### src/rtl/fetch_unit_pkg.sv
// rtl/fetch_unit_pkg.sv - shared types and constants for the fetch stage
package fetch_unit_pkg;

    localparam int INS_W    = 32;
    localparam int XLEN_DEF = 32;

    typedef enum logic [1:0] {
        IDLE    = 2'd0,
        REQ     = 2'd1,
        DISCARD = 2'd2
    } fetch_state_t;

    typedef struct packed {
        logic [INS_W-1:0]    ins;
        logic [XLEN_DEF-1:0] pc;
    } fetch_entry_t;

endpackage

### src/rtl/fetch_unit_if.sv
// rtl/fetch_unit_if.sv - instruction memory, redirect and decode-side signals of the fetch stage
interface fetch_unit_if
    import fetch_unit_pkg::*;
#(
    parameter int XLEN = 32
);

    logic             imem_req;
    logic [XLEN-1:0]  imem_addr;
    logic             imem_ack;
    logic [INS_W-1:0] imem_rdata;
    logic             redirect;
    logic [XLEN-1:0]  redirect_pc;
    logic             out_valid;
    logic [INS_W-1:0] out_ins;
    logic [XLEN-1:0]  out_pc;
    logic [XLEN-1:0]  out_pcp4;
    logic             out_ready;

    modport master (
        output imem_req, imem_addr, out_valid, out_ins, out_pc, out_pcp4,
        input  imem_ack, imem_rdata, redirect, redirect_pc, out_ready
    );

    modport slave (
        input  imem_req, imem_addr, out_valid, out_ins, out_pc, out_pcp4,
        output imem_ack, imem_rdata, redirect, redirect_pc, out_ready
    );

endinterface

### src/rtl/fetch_fifo.sv
// rtl/fetch_fifo.sv - synchronous FIFO with push/pop/flush holding fetched instructions
module fetch_fifo
    import fetch_unit_pkg::*;
#(
    parameter int  DEPTH   = 4,
    parameter type entry_t = fetch_entry_t
) (
    input  logic                     clk,
    input  logic                     rst,
    input  logic                     push,
    input  logic                     pop,
    input  logic                     flush,
    input  entry_t                   wdata,
    output entry_t                   rdata,
    output logic [$clog2(DEPTH):0]   count,
    output logic                     full,
    output logic                     empty
);

    localparam int AW = $clog2(DEPTH);
    localparam int CW = AW + 1;

    entry_t        mem [DEPTH];
    logic [AW-1:0] wr_ptr;
    logic [AW-1:0] rd_ptr;
    logic          do_push;
    logic          do_pop;

    assign full    = (count == CW'(DEPTH));
    assign empty   = (count == '0);
    assign do_push = push && !full;
    assign do_pop  = pop && !empty;
    assign rdata   = mem[rd_ptr];

    // Pointers wrap naturally because DEPTH is a power of two.
    always_ff @(posedge clk) begin
        if (rst || flush) begin
            wr_ptr <= '0;
            rd_ptr <= '0;
            count  <= '0;
        end else begin
            if (do_push) wr_ptr <= wr_ptr + AW'(1);
            if (do_pop)  rd_ptr <= rd_ptr + AW'(1);
            count <= count + CW'(do_push) - CW'(do_pop);
        end
    end

    always_ff @(posedge clk) begin
        if (do_push && !flush) mem[wr_ptr] <= wdata;
    end

endmodule

### src/rtl/fetch_unit.sv
// rtl/fetch_unit.sv - PC owner and instruction fetch FSM with queue; FETCH_BYPASS_EN adds zero-latency bypass
module fetch_unit
    import fetch_unit_pkg::*;
#(
    parameter int              XLEN     = 32,
    parameter int              DEPTH    = 4,
    parameter logic [XLEN-1:0] RESET_PC = XLEN'(32'h28),
    parameter int              PC_STEP  = 4
) (
    input  logic         clk,
    input  logic         rst,
    fetch_unit_if.master bus
);

    localparam int CW = $clog2(DEPTH) + 1;

    typedef struct packed {
        logic [INS_W-1:0] ins;
        logic [XLEN-1:0]  pc;
    } entry_t;

    fetch_state_t    state;
    logic [XLEN-1:0] fetch_pc;
    logic [XLEN-1:0] pending_pc;
    logic [XLEN-1:0] redirect_target;
    entry_t          push_entry;
    entry_t          head;
    logic [CW-1:0]   count;
    logic            full;
    logic            empty;
    logic            ack;
    logic            push;
    logic            pop;
    logic            bypass;
    logic            full_next;
    logic            unused_bits;

    assign redirect_target = {bus.redirect_pc[XLEN-1:2], 2'b00};
    assign unused_bits     = ^bus.redirect_pc[1:0];
    assign ack             = bus.imem_ack && (state != IDLE);
    assign pop             = !empty && bus.out_ready && !bus.redirect;

`ifdef FETCH_BYPASS_EN
    assign bypass = empty && (state == REQ) && bus.imem_ack && !bus.redirect;
`else
    assign bypass = 1'b0;
`endif

    // A bypassed entry that decode takes straight away never enters the queue.
    assign push       = ack && (state == REQ) && !bus.redirect && !(bypass && bus.out_ready);
    assign full_next  = (count == CW'(DEPTH - 1)) && push && !pop;
    assign push_entry = '{ins: bus.imem_rdata, pc: fetch_pc};

    fetch_fifo #(
        .DEPTH   (DEPTH),
        .entry_t (entry_t)
    ) u_fifo (
        .clk   (clk),
        .rst   (rst),
        .push  (push),
        .pop   (pop),
        .flush (bus.redirect),
        .wdata (push_entry),
        .rdata (head),
        .count (count),
        .full  (full),
        .empty (empty)
    );

    // The request is never withdrawn once raised; DISCARD keeps the old address until its ack.
    always_ff @(posedge clk) begin
        if (rst) begin
            state      <= IDLE;
            fetch_pc   <= RESET_PC;
            pending_pc <= '0;
        end else begin
            unique case (state)
                IDLE: begin
                    if (bus.redirect) begin
                        fetch_pc <= redirect_target;
                        state    <= REQ;
                    end else if (!full) begin
                        state <= REQ;
                    end
                end
                REQ: begin
                    if (bus.redirect) begin
                        if (ack) begin
                            fetch_pc <= redirect_target;
                        end else begin
                            pending_pc <= redirect_target;
                            state      <= DISCARD;
                        end
                    end else if (ack) begin
                        fetch_pc <= fetch_pc + XLEN'(PC_STEP);
                        if (full_next) state <= IDLE;
                    end
                end
                DISCARD: begin
                    if (ack) begin
                        fetch_pc <= bus.redirect ? redirect_target : pending_pc;
                        state    <= REQ;
                    end else if (bus.redirect) begin
                        pending_pc <= redirect_target;
                    end
                end
                default: state <= IDLE;
            endcase
        end
    end

    assign bus.imem_req  = (state != IDLE);
    assign bus.imem_addr = fetch_pc;

`ifdef FETCH_BYPASS_EN
    assign bus.out_valid = !empty || bypass;
    assign bus.out_ins   = empty ? bus.imem_rdata : head.ins;
    assign bus.out_pc    = empty ? fetch_pc : head.pc;
`else
    assign bus.out_valid = !empty;
    assign bus.out_ins   = head.ins;
    assign bus.out_pc    = head.pc;
`endif
    assign bus.out_pcp4  = bus.out_pc + XLEN'(PC_STEP);

endmodule

### src/flat_wrapper.sv
// flat-port wrapper written by rule: the top's interface ports become plain ports
module fetch_unit_flat import fetch_unit_pkg::*;
#(
    parameter int              XLEN     = 32,
    parameter int              DEPTH    = 4,
    parameter logic [XLEN-1:0] RESET_PC = XLEN'(32'h28),
    parameter int              PC_STEP  = 4
)
  (clk, rst, bus_imem_req, bus_imem_addr, bus_out_valid, bus_out_ins, bus_out_pc, bus_out_pcp4, bus_imem_ack, bus_imem_rdata, bus_redirect, bus_redirect_pc, bus_out_ready);
  fetch_unit_if #(.XLEN(XLEN)) bus_i ();
  input  logic clk;
  input  logic rst;
  output wire logic [$bits(bus_i.imem_req)-1:0] bus_imem_req;
  output wire logic [$bits(bus_i.imem_addr)-1:0] bus_imem_addr;
  output wire logic [$bits(bus_i.out_valid)-1:0] bus_out_valid;
  output wire logic [$bits(bus_i.out_ins)-1:0] bus_out_ins;
  output wire logic [$bits(bus_i.out_pc)-1:0] bus_out_pc;
  output wire logic [$bits(bus_i.out_pcp4)-1:0] bus_out_pcp4;
  input wire logic [$bits(bus_i.imem_ack)-1:0] bus_imem_ack;
  input wire logic [$bits(bus_i.imem_rdata)-1:0] bus_imem_rdata;
  input wire logic [$bits(bus_i.redirect)-1:0] bus_redirect;
  input wire logic [$bits(bus_i.redirect_pc)-1:0] bus_redirect_pc;
  input wire logic [$bits(bus_i.out_ready)-1:0] bus_out_ready;
  assign bus_imem_req = bus_i.imem_req;
  assign bus_imem_addr = bus_i.imem_addr;
  assign bus_out_valid = bus_i.out_valid;
  assign bus_out_ins = bus_i.out_ins;
  assign bus_out_pc = bus_i.out_pc;
  assign bus_out_pcp4 = bus_i.out_pcp4;
  assign bus_i.imem_ack = bus_imem_ack;
  assign bus_i.imem_rdata = bus_imem_rdata;
  assign bus_i.redirect = bus_redirect;
  assign bus_i.redirect_pc = bus_redirect_pc;
  assign bus_i.out_ready = bus_out_ready;
  fetch_unit #(.XLEN(XLEN), .DEPTH(DEPTH), .RESET_PC(RESET_PC), .PC_STEP(PC_STEP)) u_core (.clk(clk), .rst(rst), .bus(bus_i));
endmodule
### config.mk
export PLATFORM = sky130hd
export DESIGN_NAME = fetch_unit_flat
export DESIGN_NICKNAME = d
export VERILOG_FILES = /design/src/rtl/fetch_unit_pkg.sv /design/src/rtl/fetch_unit_if.sv /design/src/rtl/fetch_fifo.sv /design/src/rtl/fetch_unit.sv /design/src/flat_wrapper.sv
export SDC_FILE = /design/constraint.sdc
export NUM_CORES = 1
export LEC_CHECK = 0
export BUFFER_PORTS_ARGS = -buffer_cell sky130_fd_sc_hd__buf_2
export CAP_MARGIN = 40
export CORE_ASPECT_RATIO = 1.25
export CORE_MARGIN = 4
export CORE_UTILIZATION = 55
export CTS_CLUSTER_SIZE = 8
export DETAILED_ROUTE_END_ITERATION = 6
export GPL_TIMING_DRIVEN = 0
export PLACE_DENSITY = 0.8
export RECOVER_POWER = 25
export SKIP_LAST_GASP = 1
export SYNTH_ARGS = -nofsm -noshare
export SYNTH_HDL_FRONTEND = slang
export SYNTH_SLANG_ARGS = --single-unit
### constraint.sdc
create_clock -name clk -period 4 [get_ports clk]
set_input_delay 0.2 -clock clk [delete_from_list [all_inputs] [get_ports clk]]
set_output_delay 0.2 -clock clk [all_outputs]
set_load 0.02 [all_outputs]
==> results.md, run 1 <==
- Starting Density: 56.1%
- Max Fclk: 290 MHz
- Worst IR Drop VDD: 0.320 mV
- Initial antenna violation count: 1
- HPWL Detailed: 24,300 um
- Max-slew headroom: 39.8%
- Post-CTS sizing: 0
- Post-synth top area share: 54.0%
- DR vias: 9,777
- FP Rows: 65
- Count leader, synth: edfxtp_1
- # port buffers: 196
- Hold crit path type: in2reg
- Via/cell ratio: 5.88
- # IOs: 199
- Synth Flop Type: edfxtp_1
- H-tree Lvls: 2
- Skew final: 0.0146 ns
- Die Y: 188 um
- Gr usage total: 25.3%
- R2r setup slk: 0.94 ns
- Leak: 6.18 nW
- Post-Route Utilization: 69.4%
- Status: finished clean
- Slowest-stage cell, CP: buf_1
- RSZ-0062 raised after global routing: false
- Power per cell area: 574 nW/um^2
- Area growth syn-to-layout: 23.7%
- Total CTS buffers: 47
- Vias in the first global route: 9,969
- Fin nets: 1,393
- Die Wd: 152 um
- Max-slew violation count: 0
- Post-synth EDFFs: 256
- Sequential element share of the synthesized area: 64.5%
- Worst r2r dst: u_core.u_fifo.count[2]
- CP Max Fanout: 10
- Clk slew on worst S/H paths: 0.05 ns
- Post-Synthesis Cell Area: 14,200 sq um
- CP bufs+invs: 5
- Clock net sink count: 331
- Yosys warning total: 0
- Top Family by Delay on Critical Path: buffers and inverters
- Die area: 28,500 sq um
- Worst EP required: 3.80 ns
- Overall power: 0.0101 W
- Max Cap Violations: 0
- DRT iter0 DRCs: 827
- Placement Setup Slack: 0.949 ns
- Post-synthesis cell type count: 59
- Drt first pass iters: 5
- Worst R2R Path Depth: 12
- Postcts setup bufs: 0
- Largest net degree at the start of global routing: 49
- Core area: 25,400 sq um
- Worst reg2reg path startpoint: u_core.state[1]
- Global-route wire length before repair: 57,100 um
- Seq cells post-synth: 331
- Mean post-synth cell area: 14.2 sq um
- Final setup vio count: 0
- Net Count, Synth: 1,082
- Clk root buf: clkbuf_16
- Drt drc: 0
- Setup CP Type: reg2out
- FFs w/ async S/R, synth: 0%
- Top cells by count, synth: 256 x edfxtp_1, 115 x nand2_1, 75 x dfxtp_1, 61 x nor2_1, 54 x mux4_2
- Cell depth of the worst setup path: 6
- Max incr delay on CP: 0.62 ns
- Share of layout cells above drive strength 1: 24.3%
- Final Hold Fails: 0
- Final critical-path share of the clock period: 86.3%
- Post-Syn Instances: 1,001
- Setup slack after layout: 0.549 ns
- CP Data Arrival Time: 3.25 ns
- Top cells by area, synth: edfxtp_1 54%, dfxtp_1 11%, mux4_2 8.5%
- Grt total ovfl: 0
- Total wire length: 36,300 um
- Crit-path cells: buf_2 -> buf_2 -> buf_1 -> clkbuf_1 -> mux4_2 -> buf_2
- CP most frequent cell: buf_2
- Worst Setup Start Kind: flop
- Antenna Nets Post-Route: 0
- Min cycle time layout: 3.45 ns
- Clock Latency Late Sink: 0.53 ns
- GP Congestion: 0.920
- Worst-case clock buffer depth: 3
- CTS tree: yes
- Leading area contributor after synthesis: edfxtp_1
- Crit path capture: bus_out_ins[13]
- Drt wl/cell: 21.8 um
- Worst slew pin tran: 0.895 ns
- Setup crit end kind: output port
## flip-flops by register name, indices dropped and copies added (netlist names), named ones only
register              flops
u_core.pending_pc        32
u_core.bus.imem_addr     32
u_core.u_fifo.wr_ptr      2
u_core.state              2
u_core.u_fifo.mem       256
u_core.u_fifo.rd_ptr      2
u_core.u_fifo.count       3
## report_power, final
part / leakage [nW] / internal (W) / switching [W] / total [W]
sequential: 2.95 / 0.00411 / 0.000403 / 0.00452
combinational: 2.62 / 0.000728 / 0.00140 / 0.00213
clock: 0.618 / 0.00215 / 0.00133 / 0.00348
## metal layers
metal  vias to the layer above  wire length [um]  GRT usage (%)
met2                       445             18900           45.0
met1                      4795             13600           31.1
met3                        81              2360           4.27
met5                         -                 0              0
li1                       4456                 -              -
met4                         0              1350           9.58
## through the flow
stage               hold WS (ns)  cell area [sq um]  cells  setup TNS, ns
finish                    0.0703              17600   1663              0
global route              0.0579              17600   1663              0
CTS                       0.0314              17700   1662              0
detailed placement         0.417              15800   1536              0
global placement           0.412              15600   1532        -190.54
floorplan                  0.299              14200   1001              0
## how the worst min path moves through the flow
stage / start / endpoint / cells past startpoint
floorplan: bus_imem_rdata[0] / u_core.u_fifo.mem[0][32] / 0
global placement: bus_imem_rdata[29] / u_core.u_fifo.mem[2][61] / 1
detailed placement: bus_imem_rdata[18] / u_core.u_fifo.mem[0][50] / 1
CTS: rst / u_core.bus.imem_addr[30] / 2
global route: rst / u_core.bus.imem_addr[30] / 2
finish: rst / u_core.bus.imem_addr[30] / 2
## placed cells by master, fill, tap and decap left out, drive strengths merged, types with 11 or more instances in the layout
master,n
mux2,19
buf,187
nand4,20
xnor2,22
nor2,61
a22o,16
xor2,24
a21oi,47
inv,16
o21ai,41
nand2,115
dlygate4sd3,62
mux4,64
ha,11
edfxtp,256
dfxtp,75
nand3,24
a221oi,12
clkbuf,139
nor3,17
## cells by family after synthesis
kind of cell,Yosys count,synth area share (%)
AO/OA/AOI/OAI,158,7.23
adder cells (fa/ha/maj),12,1.11
XOR/XNOR,46,2.83
multiplexers,86,12.1
AND/OR/NAND/NOR,288,9.79
buffers and inverters,80,2.43
flip-flops,331,64.5
## layout make-up
cell class | instances | area (sq um)
diodes | 1 | 2.50
plain buffers | 65 | 290
clock buffers | 61 | 1250
clock inverters | 3 | 32.5
fillers | 1750 | 7750
inverters | 15 | 56.3
multi-input cells | 590 | 4720
flip-flops and latches | 331 | 9190
well taps | 335 | 419
repair buffers | 262 | 1660
## what timing repair did
| item | CTS | global route |
|---|---|---|
| hold buffers | 62 | 0 |
| setup endpoints to repair | 0 | 0 |
| hold endpoints to repair | 160 | 0 |
Note: power is estimated with default switching activity, not from simulation.
==> inputs of run 2 (changes only) <==
ABC_AREA = 0   (was unset)
RECOVER_POWER = unset   (was 25)
==> run 2 against run 1 <==
Against the previous run: count of clock-buffer cells in the layout unchanged; combinational power about the same; core utilization is 0.16 points higher; fmax up 0.14%; first-iteration DRC count decreased by 8.0%; setup slack gained 0.0048 ns; critical path type unchanged.
==> results.md, run 2 (synthesized netlist as in run 1, its figures left out) <==
- Max reg flops: 256 (unchanged)
- Largest net degree at the start of global routing: 49 (unchanged)
- Worst Setup Start Kind: flop
- Multi-input combinational cell area: 4720 sq um (unchanged)
- # port buffers: 196 (unchanged)
- Skew final: 0.0142 ns (-0.000448 ns)
- Drt wl/cell: 21.8 um (about the same)
- Clk root buf: clkbuf_16
- Vias in the first global route: 9,969 (unchanged)
- Final Hold Fails: 0 (unchanged)
- Max-slew violation count: 0 (unchanged)
- Post-CTS sizing: 0 (unchanged)
- Clk slew on worst S/H paths: 0.05 ns (about the same)
- Starting Density: 56.1% (unchanged)
- Max-slew headroom: 40.7% (+0.93 points)
- Worst EP required: 3.80 ns (about the same)
- Die Wd: 152 um (unchanged)
- Clock Latency Late Sink: 0.53 ns (about the same)
- Power per cell area: 574 nW/um^2 (-0.14%)
- Worst IR Drop VDD: 0.321 mV (+0.36%)
- Total CTS buffers: 47 (unchanged)
- CP Max Fanout: 10 (unchanged)
- Total wire length: 36,300 um (about the same)
- # fillers: 1,732 (-1.0%)
- Post-Route Utilization: 69.6% (+0.16 points)
- RSZ-0062 raised after global routing: false
- Gr usage total: 25.3% (unchanged)
- Grt total ovfl: 0 (unchanged)
- Reg with most FFs: u_core.u_fifo.mem
- Die area: 28,500 sq um (unchanged)
- Max Fclk: 290 MHz (+0.14%)
- Status: finished clean
- Worst-case clock buffer depth: 3 (unchanged)
- Max Cap Violations: 0 (unchanged)
- Drt drc: 0 (unchanged)
- GP Congestion: 0.920 (unchanged)
- Clock net sink count: 331 (unchanged)
- R2r setup slk: 0.94 ns (about the same)
- Final critical-path share of the clock period: 86.2% (-0.12 points)
- Die Y: 188 um (unchanged)
- DR vias: 9,756 (-0.21%)
- HPWL Detailed: 24,300 um (unchanged)
- Drt first pass iters: 5 (unchanged)
- Commonest non-fill, non-tap cells in the layout: 256 x edfxtp_1, 205 x buf_2, 115 x nand2_1, 75 x dfxtp_1, 62 x dlygate4sd3_1
- Area growth syn-to-layout: 24.0%
- Min cycle time layout: 3.45 ns (-0.00483 ns)
- Setup CP Type: reg2out
- Core area: 25,400 sq um (unchanged)
- FP Rows: 65 (unchanged)
- Placement Setup Slack: 0.949 ns (unchanged)
- Setup slack after layout: 0.554 ns (+0.00483 ns)
- Global-route wire length before repair: 57,100 um (unchanged)
- Final Hold Slack: 0.0843 ns (+0.0141 ns)
- Setup crit end kind: output port
- Leak: 6.27 nW (+1.4%)
- Final setup vio count: 0 (unchanged)
- Worst slew pin tran: 0.881 ns (-0.0139 ns)
- CTS tree: yes
- Most common cell after layout, fill and taps aside: edfxtp_1
- CP Data Arrival Time: 3.25 ns (about the same)
- Via/cell ratio: 5.87 (-0.21%)
- Initial antenna violation count: 1 (unchanged)
- Antenna Nets Post-Route: 0 (unchanged)
- # IOs: 199 (unchanged)
- Share of layout cells above drive strength 1: 26.8% (+2.4 points)
- Reg area: 9190 sq um (unchanged)
- Hold crit path type: in2reg
- DRT iter0 DRCs: 761 (-8.0%)
- H-tree Lvls: 2 (unchanged)
- Fin nets: 1,393 (unchanged)
run 2: report_power, final:
group | total, W | internal (W) | switching [W] | leakage, nW
logic | 0.00213 | 0.000733 | 0.00140 | 2.71
clock network | 0.00348 | 0.00215 | 0.00133 | 0.618
registers | 0.00452 | 0.00411 | 0.000406 | 2.95
run 2: worst max-delay path, cell delays in order, from the launching register on:
cell and delay (ns):
dfxtp_1 0.32, buf_2 0.25, buf_2 0.33, buf_1 0.61
clkbuf_1 0.58, mux4_2 0.44, buf_2 0.18
run 2: repair_timing:
action	in CTS	in global routing
buffers inserted	0	0
hold endpoints to repair	160	0
hold buffers	62	0
run 2: metrics by stage:
stage | area, sq um | TNS, ns | instances | total power [W]
CTS | 17700 | 0 | 1662 | 0.0101
global placement | 15600 | -190.54 | 1532 | 0.00654
detailed placement | 15800 | 0 | 1536 | 0.00659
finish | 17700 | 0 | 1663 | 0.0101
floorplan | 14200 | 0 | 1001 | 0.00579
global route | 17700 | 0 | 1663 | 0.0106
run 2: cell type report:
class / instances / share of cell area, %
antenna: 1 / 0.0142
buffer: 65 / 1.64
clock buffer: 61 / 7.08
clock inverter: 3 / 0.184
inverter: 15 / 0.319
multi-input combinational: 590 / 26.7
sequential: 331 / 52.0
tap: 335 / 2.37
timing repair buffer: 262 / 9.65
run 2: metal layers:
metal  GRT usage [%]  up-vias  part of all wire (%)
met2            45.0      455                    52
li1                -     4455                     -
met1            31.1     4763                    38
met5               0        -                     0
met4            9.58        0                   3.7
met3            4.27       83                   6.2
run 2: path summary, 6_finish.rpt:
path                                             from  cells past startpoint                        to
worst min register to register  u_core.pending_pc[10]                      2     u_core.pending_pc[10]
worst max register to register        u_core.state[1]                     12    u_core.u_fifo.count[2]
worst min-delay path                              rst                      2  u_core.bus.imem_addr[30]
worst max-delay path                             flop                      6           bus_out_ins[13]
